===== src/rtl/uart_cmd_ctrl_pkg.sv =====
// Shared types and constants for the UART command controller.
package uart_cmd_pkg;

    typedef enum logic [3:0] {
        S_IDLE,
        S_RX_CMD,
        S_RX_ADDR,
        S_RX_DATA,
        S_RX_CHK,
        S_EXEC,
        S_TX_LOAD,
        S_TX_WAIT_BUSY,
        S_TX_WAIT_DONE
    } state_t;

    localparam logic [7:0] SOF         = 8'hA5;
    localparam logic [7:0] ACK         = 8'h5A;
    localparam logic [7:0] NAK         = 8'hEE;
    localparam logic [7:0] CMD_WRITE   = 8'h01;
    localparam logic [7:0] CMD_READ    = 8'h02;

    localparam logic [7:0] NAK_CHK     = 8'h01;
    localparam logic [7:0] NAK_ADDR    = 8'h02;
    localparam logic [7:0] NAK_TIMEOUT = 8'h03;
    localparam logic [7:0] NAK_RXERR   = 8'h04;
    localparam logic [7:0] NAK_CMD     = 8'h05;

    function automatic logic [7:0] sat_inc(input logic [7:0] v);
        return (v == 8'hFF) ? v : v + 8'd1;
    endfunction

endpackage


===== src/rtl/uart_cmd_ctrl_if.sv =====
// Byte-level handshake between the command controller and the uart_rx/uart_tx pair.
interface uart_cmd_if;
    logic [7:0] rx_byte;
    logic       rx_done;
    logic       rx_error;
    logic       tx_busy;
    logic       tx_done;
    logic       rx_enable;
    logic       tx_enable;
    logic       tx_write;
    logic [7:0] tx_byte;
    logic       uart_cts;

    modport master (
        input  rx_byte, rx_done, rx_error, tx_busy, tx_done,
        output rx_enable, tx_enable, tx_write, tx_byte, uart_cts
    );

    modport slave (
        output rx_byte, rx_done, rx_error, tx_busy, tx_done,
        input  rx_enable, tx_enable, tx_write, tx_byte, uart_cts
    );
endinterface


===== src/rtl/uart_cmd_ctrl_sync.sv =====
// Multi-stage level synchronizer with a one-cycle rising-edge pulse on the synced level.
module level_sync_edge #(
    parameter int unsigned STAGES = 2
) (
    input  logic clk,
    input  logic reset,
    input  logic d,
    output logic q_level,
    output logic q_rise
);
    logic [STAGES-1:0] r_sync;
    logic              r_prev;

    always_ff @(posedge clk) begin
        if (!reset) begin
            r_sync <= '0;
            r_prev <= 1'b0;
        end else begin
            r_sync[0] <= d;
            for (int unsigned i = 1; i < STAGES; i++) begin
                r_sync[i] <= r_sync[i-1];
            end
            r_prev <= q_level;
        end
    end

    assign q_level = r_sync[STAGES-1];
    assign q_rise  = q_level & ~r_prev;
endmodule


===== src/rtl/uart_cmd_ctrl.sv =====
// Frames 5-byte command packets from uart_rx, executes register READ/WRITE,
// and returns a 3-byte ACK/NAK response through the uart_tx write handshake.
module uart_cmd_ctrl
    import uart_cmd_pkg::*;
#(
    parameter int unsigned NUM_REGS    = 16,
    parameter int unsigned TIMEOUT_CYC = 50000,
    parameter int unsigned SYNC_STAGES = 2
) (
    input  logic                  clk50,
    input  logic                  reset,
    uart_cmd_if.master            bus,
    output logic [NUM_REGS*8-1:0] reg_q,
    output logic                  cmd_busy,
    output logic [7:0]            err_count
);
    localparam int unsigned AW = $clog2(NUM_REGS);
    localparam int unsigned TW = $clog2(TIMEOUT_CYC + 1);
    localparam logic [8:0]  NREG9 = 9'(NUM_REGS);

    logic w_rx_ev, w_rx_err, w_txb_ev, w_txd_ev;
    logic w_unused_rx_lvl, w_unused_err_rise, w_unused_txb_lvl, w_unused_txd_lvl;

    level_sync_edge #(.STAGES(SYNC_STAGES)) u_sync_rxd (
        .clk(clk50), .reset(reset), .d(bus.rx_done),
        .q_level(w_unused_rx_lvl), .q_rise(w_rx_ev));
    level_sync_edge #(.STAGES(SYNC_STAGES)) u_sync_rxe (
        .clk(clk50), .reset(reset), .d(bus.rx_error),
        .q_level(w_rx_err), .q_rise(w_unused_err_rise));
    level_sync_edge #(.STAGES(SYNC_STAGES)) u_sync_txb (
        .clk(clk50), .reset(reset), .d(bus.tx_busy),
        .q_level(w_unused_txb_lvl), .q_rise(w_txb_ev));
    level_sync_edge #(.STAGES(SYNC_STAGES)) u_sync_txd (
        .clk(clk50), .reset(reset), .d(bus.tx_done),
        .q_level(w_unused_txd_lvl), .q_rise(w_txd_ev));

    state_t          r_state, w_next;
    logic [7:0]      r_cmd, r_addr, r_data, r_chk;
    logic [7:0]      r_resp [3];
    logic [1:0]      r_idx;
    logic [TW-1:0]   r_timer;
    logic [7:0]      r_regs [NUM_REGS];
    logic [7:0]      r_err;
    logic            r_tx_write;
    logic [7:0]      r_tx_byte;

    logic            w_in_pkt, w_timeout;
    logic            w_build, w_is_nak, w_do_write;
    logic [7:0]      w_code, w_ack_val, w_b0, w_b1;
    logic [AW-1:0]   w_widx;

    assign w_in_pkt  = (r_state == S_RX_CMD) || (r_state == S_RX_ADDR) ||
                       (r_state == S_RX_DATA) || (r_state == S_RX_CHK);
    assign w_timeout = w_in_pkt && !w_rx_ev && (r_timer == TW'(TIMEOUT_CYC - 1));
    assign w_widx    = r_addr[AW-1:0];

    always_ff @(posedge clk50) begin
        if (!reset) r_state <= S_IDLE;
        else        r_state <= w_next;
    end

    always_comb begin
        w_next     = r_state;
        w_build    = 1'b0;
        w_is_nak   = 1'b0;
        w_do_write = 1'b0;
        w_code     = '0;
        w_ack_val  = '0;
        case (r_state)
            S_IDLE: begin
                if (w_rx_ev && !w_rx_err && bus.rx_byte == SOF) w_next = S_RX_CMD;
            end
            S_RX_CMD, S_RX_ADDR, S_RX_DATA, S_RX_CHK: begin
                if (w_rx_ev && w_rx_err) begin
                    w_build  = 1'b1;
                    w_is_nak = 1'b1;
                    w_code   = NAK_RXERR;
                    w_next   = S_TX_LOAD;
                end else if (w_rx_ev) begin
                    case (r_state)
                        S_RX_CMD:  w_next = S_RX_ADDR;
                        S_RX_ADDR: w_next = S_RX_DATA;
                        S_RX_DATA: w_next = S_RX_CHK;
                        default:   w_next = S_EXEC;
                    endcase
                end else if (w_timeout) begin
                    w_build  = 1'b1;
                    w_is_nak = 1'b1;
                    w_code   = NAK_TIMEOUT;
                    w_next   = S_TX_LOAD;
                end
            end
            S_EXEC: begin
                w_build = 1'b1;
                w_next  = S_TX_LOAD;
                if (r_chk != (r_cmd ^ r_addr ^ r_data)) begin
                    w_is_nak = 1'b1;
                    w_code   = NAK_CHK;
                end else if ({1'b0, r_addr} >= NREG9) begin
                    w_is_nak = 1'b1;
                    w_code   = NAK_ADDR;
                end else if (r_cmd == CMD_WRITE) begin
                    w_do_write = 1'b1;
                    w_ack_val  = r_data;
                end else if (r_cmd == CMD_READ) begin
                    w_ack_val  = r_regs[w_widx];
                end else begin
                    w_is_nak = 1'b1;
                    w_code   = NAK_CMD;
                end
            end
            S_TX_LOAD:      w_next = S_TX_WAIT_BUSY;
            S_TX_WAIT_BUSY: if (w_txb_ev) w_next = S_TX_WAIT_DONE;
            S_TX_WAIT_DONE: if (w_txd_ev) w_next = (r_idx == 2'd2) ? S_IDLE : S_TX_LOAD;
            default:        w_next = S_IDLE;
        endcase
    end

    assign w_b0 = w_is_nak ? NAK : ACK;
    assign w_b1 = w_is_nak ? w_code : w_ack_val;

    always_ff @(posedge clk50) begin
        if (!reset) begin
            r_cmd      <= '0;
            r_addr     <= '0;
            r_data     <= '0;
            r_chk      <= '0;
            r_resp     <= '{default: '0};
            r_idx      <= '0;
            r_timer    <= '0;
            r_regs     <= '{default: '0};
            r_err      <= '0;
            r_tx_write <= 1'b0;
            r_tx_byte  <= '0;
        end else begin
            // timer only runs between bytes of a packet in progress
            if (w_rx_ev || !w_in_pkt) r_timer <= '0;
            else                      r_timer <= r_timer + TW'(1);

            if (w_rx_ev) begin
                case (r_state)
                    S_RX_CMD:  r_cmd  <= bus.rx_byte;
                    S_RX_ADDR: r_addr <= bus.rx_byte;
                    S_RX_DATA: r_data <= bus.rx_byte;
                    S_RX_CHK:  r_chk  <= bus.rx_byte;
                    default: ;
                endcase
            end

            if (w_build) begin
                r_resp[0] <= w_b0;
                r_resp[1] <= w_b1;
                r_resp[2] <= w_b0 ^ w_b1;
                r_idx     <= '0;
                if (w_is_nak) r_err <= sat_inc(r_err);
            end

            if (w_do_write) r_regs[w_widx] <= r_data;

            if (r_state == S_TX_LOAD) begin
                r_tx_byte  <= r_resp[r_idx];
                r_tx_write <= 1'b1;
            end
            if (r_state == S_TX_WAIT_BUSY && w_txb_ev) r_tx_write <= 1'b0;
            if (r_state == S_TX_WAIT_DONE && w_txd_ev && r_idx != 2'd2) r_idx <= r_idx + 2'd1;
        end
    end

    always_comb begin
        reg_q = '0;
        for (int unsigned i = 0; i < NUM_REGS; i++) begin
            reg_q[8*i +: 8] = r_regs[i];
        end
    end

    assign bus.rx_enable = 1'b1;
    assign bus.tx_enable = 1'b1;
    assign bus.tx_write  = r_tx_write;
    assign bus.tx_byte   = r_tx_byte;
    assign bus.uart_cts  = (r_state == S_IDLE) || w_in_pkt;
    assign cmd_busy      = (r_state != S_IDLE);
    assign err_count     = r_err;
endmodule

===== src/flat_wrapper.sv =====
// flat-port wrapper written by rule: the top's interface ports become plain ports
module uart_cmd_ctrl_flat import uart_cmd_pkg::*;
#(
    parameter int unsigned NUM_REGS    = 16,
    parameter int unsigned TIMEOUT_CYC = 50000,
    parameter int unsigned SYNC_STAGES = 2
)
  (clk50, reset, reg_q, cmd_busy, err_count, bus_rx_byte, bus_rx_done, bus_rx_error, bus_tx_busy, bus_tx_done, bus_rx_enable, bus_tx_enable, bus_tx_write, bus_tx_byte, bus_uart_cts);
  uart_cmd_if bus_i ();
  input  logic clk50;
  input  logic reset;
  output logic [NUM_REGS*8-1:0] reg_q;
  output logic cmd_busy;
  output logic [7:0] err_count;
  input wire logic [$bits(bus_i.rx_byte)-1:0] bus_rx_byte;
  input wire logic [$bits(bus_i.rx_done)-1:0] bus_rx_done;
  input wire logic [$bits(bus_i.rx_error)-1:0] bus_rx_error;
  input wire logic [$bits(bus_i.tx_busy)-1:0] bus_tx_busy;
  input wire logic [$bits(bus_i.tx_done)-1:0] bus_tx_done;
  output wire logic [$bits(bus_i.rx_enable)-1:0] bus_rx_enable;
  output wire logic [$bits(bus_i.tx_enable)-1:0] bus_tx_enable;
  output wire logic [$bits(bus_i.tx_write)-1:0] bus_tx_write;
  output wire logic [$bits(bus_i.tx_byte)-1:0] bus_tx_byte;
  output wire logic [$bits(bus_i.uart_cts)-1:0] bus_uart_cts;
  assign bus_i.rx_byte = bus_rx_byte;
  assign bus_i.rx_done = bus_rx_done;
  assign bus_i.rx_error = bus_rx_error;
  assign bus_i.tx_busy = bus_tx_busy;
  assign bus_i.tx_done = bus_tx_done;
  assign bus_rx_enable = bus_i.rx_enable;
  assign bus_tx_enable = bus_i.tx_enable;
  assign bus_tx_write = bus_i.tx_write;
  assign bus_tx_byte = bus_i.tx_byte;
  assign bus_uart_cts = bus_i.uart_cts;
  uart_cmd_ctrl #(.NUM_REGS(NUM_REGS), .TIMEOUT_CYC(TIMEOUT_CYC), .SYNC_STAGES(SYNC_STAGES)) u_core (.clk50(clk50), .reset(reset), .bus(bus_i), .reg_q(reg_q), .cmd_busy(cmd_busy), .err_count(err_count));
endmodule

===== config.mk =====
export PLATFORM = sky130hd
export DESIGN_NAME = uart_cmd_ctrl_flat
export DESIGN_NICKNAME = d
export VERILOG_FILES = /design/src/rtl/uart_cmd_ctrl_pkg.sv /design/src/rtl/uart_cmd_ctrl_if.sv /design/src/rtl/uart_cmd_ctrl_sync.sv /design/src/rtl/uart_cmd_ctrl.sv /design/src/flat_wrapper.sv
export SDC_FILE = /design/constraint.sdc
export NUM_CORES = 1
export LEC_CHECK = 0
export ABC_AREA = 1
export CAP_MARGIN = 10
export CORE_ASPECT_RATIO = 0.9
export CORE_UTILIZATION = 45
export DETAILED_ROUTE_END_ITERATION = 6
export PLACE_DENSITY_LB_ADDON = 0.08
export SYNTH_ARGS = -nofsm -noshare
export SYNTH_HDL_FRONTEND = slang
export SYNTH_SLANG_ARGS = --single-unit
export TNS_END_PERCENT = 100

===== constraint.sdc =====
create_clock -name clk50 -period 2.6 [get_ports clk50]
set_clock_uncertainty 0.05 [all_clocks]
set_input_delay 0.52 -clock clk50 [delete_from_list [all_inputs] [get_ports clk50]]
set_output_delay 0.52 -clock clk50 [all_outputs]
set_load 0.005 [all_outputs]

# Yosys cells after proc, flatten, opt, wreduce, memory -nomap -nowiden
# Cells that the tools add are included.
dict set report word_totals {
  regBits 234
  input_bits 14
}
dict set report op_classes {
  add_sub_neg 3
  magnitude_cmp 4
  eq_ne 20
  n_mux 48
  bitwise_logic 13
  reduce_logical 29
}
# cell n
set ops {}
lappend ops {{2-to-1 mux 8 bit} 17}
lappend ops {{bitwise mux 128 bit} 1}
lappend ops {{binary-select mux 8 bit (select 4 bit)} 1}
lappend ops {{demux 8 bit (select 4 bit)} 1}
lappend ops {{2-to-1 mux 4 bit} 6}
lappend ops {{case mux 4 bit (6 select lines)} 1}
lappend ops {{XOR 8 bit} 3}
lappend ops {{adder 16 x 1 -> 16 bit (second input constant)} 1}
lappend ops {{binary-select mux 8 bit (select 2 bit)} 1}
lappend ops {{equality test 16 bit (second input constant)} 1}
lappend ops {{equality test 4 x 3 -> 1 bit (second input constant)} 4}
lappend ops {{equality test 8 bit (second input constant)} 2}
lappend ops {{case mux 8 bit (2 select lines)} 1}
lappend ops {{2-to-1 mux 1 bit} 11}
lappend ops {{logical AND 1 bit} 9}
lappend ops {{case mux 3 bit (3 select lines)} 1}
lappend ops {{adder 8 x 1 -> 8 bit (second input constant)} 1}
lappend ops {{equality test 4 x 2 -> 1 bit (second input constant)} 2}
lappend ops {{equality test 8 x 1 -> 1 bit (second input constant)} 1}
lappend ops {{equality test 8 x 2 -> 1 bit (second input constant)} 1}
lappend ops {{greater-or-equal comparator 8 x 5 -> 1 bit (second input constant)} 1}
lappend ops {{inequality test 8 bit} 1}
lappend ops {{AND reduction 2 bit} 4}
lappend ops {{2-to-1 mux 2 bit} 3}
lappend ops {{other kinds (25)} 42}

# Depth between registers and ports, before layout
# Gate-level depths: netlist of run 1.
dict set report logic_depth {
  ltp_word 12
  depth_mapped 17
}

# Modules after synthesis
# From an unflattened synthesis of run 1, not the netlist that was laid out.
dict set report hier_totals {
  hier_cells 1531
  hier_area_um2 10686.5
}
# mod cells_each instances area_per_inst_um2
set modules_own_cells {}
lappend modules_own_cells {uart_cmd_ctrl 1487 1 10316.1}
lappend modules_own_cells {level_sync_edge 11 4 92.6}

# Least setup slack after synthesis of run 1
# Ideal clock, no wire load.
dict set report synth_timing {
  path_kind {reg2reg}
  start {register u_core.r_addr[3]}
  end {register u_core.r_regs (netlist bit u_core.reg_q[64])}
  setup_slack_ns 0.703
  path_stages_with_launch 9
  arrival_ns 1.715
  cell_sequence {dfxtp_1 -> buf_4 -> inv_1 -> nor2_1 -> clkinv_1 -> nor2_2 -> nand4_1 -> nand2_1 -> a21oi_1}
}
dict set report synth_between {
  elab_chain_cells 6
  word_cells_on_any_way 14
}
# element line
set synth_lines {}
lappend synth_lines {{from (decl)} uart_cmd_ctrl.sv:38} ;# logic [7:0] r_cmd, r_addr, r_data, r_chk;
lappend synth_lines {{from (signal assigned)} uart_cmd_ctrl.sv:143} ;# S_RX_ADDR: r_addr <= bus.rx_byte;
lappend synth_lines {{inverter 4 -> 5 bit (implied by the code)} uart_cmd_ctrl.sv:158} ;# if (w_do_write) r_regs[w_widx] <= r_data;
lappend synth_lines {{greater-or-equal comparator 5 bit (implied by the code) / less-than comparator 5 x 1 -> 1 bit (equally long branches)} uart_cmd_ctrl.sv:158}
lappend synth_lines {{logical AND 1 bit (implied by the code)} uart_cmd_ctrl.sv:158}
lappend synth_lines {{2-to-1 mux 8 bit (implied by the code)} uart_cmd_ctrl.sv:158}
lappend synth_lines {{demux 8 bit (select 4 bit)} uart_cmd_ctrl.sv:158}
lappend synth_lines {{bitwise mux 128 bit} uart_cmd_ctrl.sv:158}
lappend synth_lines {{to (signal, indexed assignment)} uart_cmd_ctrl.sv:158}
lappend synth_lines {{to (decl)} uart_cmd_ctrl.sv:42} ;# logic [7:0] r_regs [NUM_REGS];
# Several ways; a longest one is shown, not always the timed one.
# A chain may end at the register's enable or synchronous reset.

# Final worst setup path of run 1
dict set report layout_timing {
  start {register u_core.r_state[1]}
  end {output port cmd_busy}
}
dict set report layout_between {
  elab_chain_cells 1
}
# element line
set layout_lines {}
lappend layout_lines {{from (decl)} uart_cmd_ctrl.sv:37} ;# state_t r_state, w_next;
lappend layout_lines {{from (signal assigned)} uart_cmd_ctrl.sv:59} ;# else r_state <= w_next;
lappend layout_lines {{nonzero test 4 bit} uart_cmd_ctrl.sv:181} ;# assign cmd_busy = (r_state != S_IDLE);
lappend layout_lines {{to (decl)} flat_wrapper.sv:13} ;# output logic cmd_busy;
# Every way passes these cells.

==> results of run 1 <==
cells in the mapped netlist, types with 3 or more instances:
cell,number,area share [%]
a21oi_1,207,9.7
a22oi_1,26,1.8
a31oi_1,10,0.59
buf_1,4,0.14
buf_2,13,0.61
buf_4,8,0.56
buf_6,13,1.4
clkbuf_1,48,1.7
clkinv_1,3,0.11
dfxtp_1,228,43
ha_1,3,0.35
inv_1,91,3.2
inv_2,10,0.35
nand2_1,451,16
nand3_1,169,7.9
nand4_1,42,2.5
nor2_1,72,2.5
nor2_2,16,0.94
nor3_1,22,1.0
nor4_1,3,0.18
o21ai_0,59,2.8
xnor2_1,12,0.99
xor2_1,13,1.1
layer usage:
layer / track usage (%) / vias to the layer above / routed length (um)
met5: 0 / - / 0
met4: 6.85 / 0 / 561
met3: 3.84 / 43 / 3150
met2: 42.7 / 510 / 15200
met1: 44.6 / 5147 / 17000
li1: - / 5427 / -
report_power, final:
group          leakage (nW)  switching (mW)  internal [mW]  total [mW]
registers              1.84           0.102           3.60        3.70
logic                  2.74           0.867          0.423        1.29
clock network         0.428            1.50           2.21        3.70
final timing paths:
kind | from | endpoint | cells past startpoint
setup / recovery | u_core.r_state[1]$_SDFFE_PN0P_ | cmd_busy | 5
hold / removal | u_core.u_sync_rxd.r_sync[0]$_SDFF_PN0_ | u_core.u_sync_rxd.r_sync[1]$_SDFF_PN0_ | 2
setup reg to reg | u_core.r_addr[0]$_SDFFE_PN0P_ | u_core.reg_q[15]$_SDFFE_PN0P_ | 9
hold reg to reg | u_core.u_sync_rxd.r_sync[0]$_SDFF_PN0_ | u_core.u_sync_rxd.r_sync[1]$_SDFF_PN0_ | 2
kinds of logic after synthesis:
family | after synthesis
AO/OA/AOI/OAI | 309
XOR/XNOR | 25
adder cells (fa/ha/maj) | 3
buffers and inverters | 190
flip-flops | 228
other | 1
AND/OR/NAND/NOR | 780
sequential cells by signal (all words and copies together) (netlist names), 4 cells and up:
name                count
u_core.reg_q          128
u_core.r_resp          18
u_core.r_timer         16
u_core.bus.tx_byte      8
u_core.err_count        8
u_core.r_addr           8
u_core.r_chk            8
u_core.r_cmd            8
u_core.r_data           8
u_core.r_state          4
worst register-to-register path: stages (launching register included):
cell and delay [ns]:
dfxtp_1 0.41, buf_4 0.26, inv_1 0.09, nor2_2 0.10, buf_4 0.23, inv_1 0.17, nor2_2 0.34, nand4_1 0.37
nand2_1 0.16, a21oi_1 0.08
per-stage QoR:
stage / utilization, % / worst slack (ns)
after floorplan: - / 0.703
after global placement: 54.2 / 0.259
after detailed placement: 54.2 / 0.227
after CTS: 57.9 / 0.0825
after global routing: 58.0 / 0.0157
final: 58.0 / 0.125
repair_timing:
action	CTS	global route
gates resized for setup	0	1
endpoints found under the setup margin	0	1
hold endpoints to repair	0	0
layout make-up:
cell class              instances  area, um2
fillers                      2211       9790
clock inverters                10        114
well taps                     302        378
multi-input cells            1119       5260
repair buffers                212       2020
flip-flops and latches        228       4560
clock buffers                  37        752
inverters                     104        393
==> run metrics, run 1 <==
status=completed; post-synthesis simple-gate area fraction=a little under a third; TritonCTS clock tree=built; Synth cell types=33; fmax=0.404 GHz; sequential cell area fraction in the yosys report=42.8%; LEAKAGE=5.01 nW; num ports=between 150 and 200; min Tclk post-route=2.48 ns; Top FF cell, synth=dfxtp_1; number of global-route vias before repair=around 10000; placed wire-length estimate=between 20 and 25 mm; Crit Path Max Fanout=10; routed length per instance=17.8 um; Crit Path Category=reg2out; Final Non-Filler Cells=2012; GR Util All Layers=between 20% and 30%; CP cell instances=nor2_1, inv_1, nor2_2, inv_1, clkdlybuf4s50_1; final instance area=around 0.013 mm2; Antenna Violating Nets Remaining=0; Layout Nets=1708; deepest clock path buffer count=3; MaxCap Viol Count=0; DRT iter0 DRCs=~1300; post-CTS setup buffers=0; DP Cell Count=1965; I/O Buffers=160; Die Height=148 um; Synth Cell Area=0.0107 mm2; first-pass GRT wire length=55.9 mm; Mapped Cells=around 1500; antenna cell count=0; Starting Density=45.8%; worst-margin pin slew=0.658 ns; Worst-path clk slew=0.06 ns; final WL=35.9 mm; largest family of logic cells by synthesized area=simple AND/OR/NAND/NOR gates; cts hold-fix bufs=0; RSZ-0062 raised after global routing=false; number of synthesized flops with an enable pin=0; commonest non-fill, non-tap cells in the layout=451 x nand2_1, 228 x dfxtp_1, 207 x a21oi_1; Vias=between 10000 and 15000; final setup TNS=0 ns; worst stage delay on the critical path=0.51 ns; final setup vio count=0; peak supply drop=roughly 0.34 mV; reg2reg setup slack=0.19 ns; most used cell, CP=inv_1; CORE AREA=0.0233 mm2; DR pass1 iterations=5; FFs w/ async S/R, synth=0%; Synth Area in XOR/XNOR=2.05%; mux contribution to synthesized area=0%; HP Class=reg2reg; startpoint types=register; Critical Path AT=1.91 ns; CTS sink cnt=228; final count of pins violating max slew=0; routability cong.=0.875; Die Area=0.0243 mm2; placed cell areas=0.0126 mm2; layout cells sized above 1=7.43%; Buf/Inv on CP=3; PD cells=645 mW/mm2; slew margin rel.=56.1%; post-synthesis register bit count=approximately 230; commonest non-fill, non-tap cell in the layout=nand2_1; endpoints failing hold=0; gr ovfl total=0; Tot Pwr=8.69 mW; CTS root buffer=clkbuf_16; Final Cycle Share=95.2%; Area Overhead vs Synth=26.5%; compound-gate portion of the synthesized area=around 15%; antenna violations before repair=0; depth of the CTS H-tree=1; total number of yosys warnings=0; worst hold slack=between 0.3 and 0.4 ns; num rows=53; slowest CP cell=dfxtp_1; CTS Buf Count=26; pin count of the biggest net entering global routing=95; post-DR vias/cell=about 5.5; Remaining DRCs=0; Adder-Cell Fraction of Synth Area=0.352%; Critical Path RT=between 2 and 2.5 ns; Clock Latency Late Sink=~0.54 ns; critical path capture point type=output pin; Syn Area/Cell=between 6 and 7 um2; Top delay family on crit path=buffers and inverters; Die Wd=roughly 160 um
Note: power is estimated with default switching activity, not from simulation.
==> inputs of run 2 (changes only) <==
ABC_CLOCK_PERIOD_IN_PS = 2600   (was unset)
==> results of run 2 <==
Final layout, timing and power as in run 1 (identical DEF).
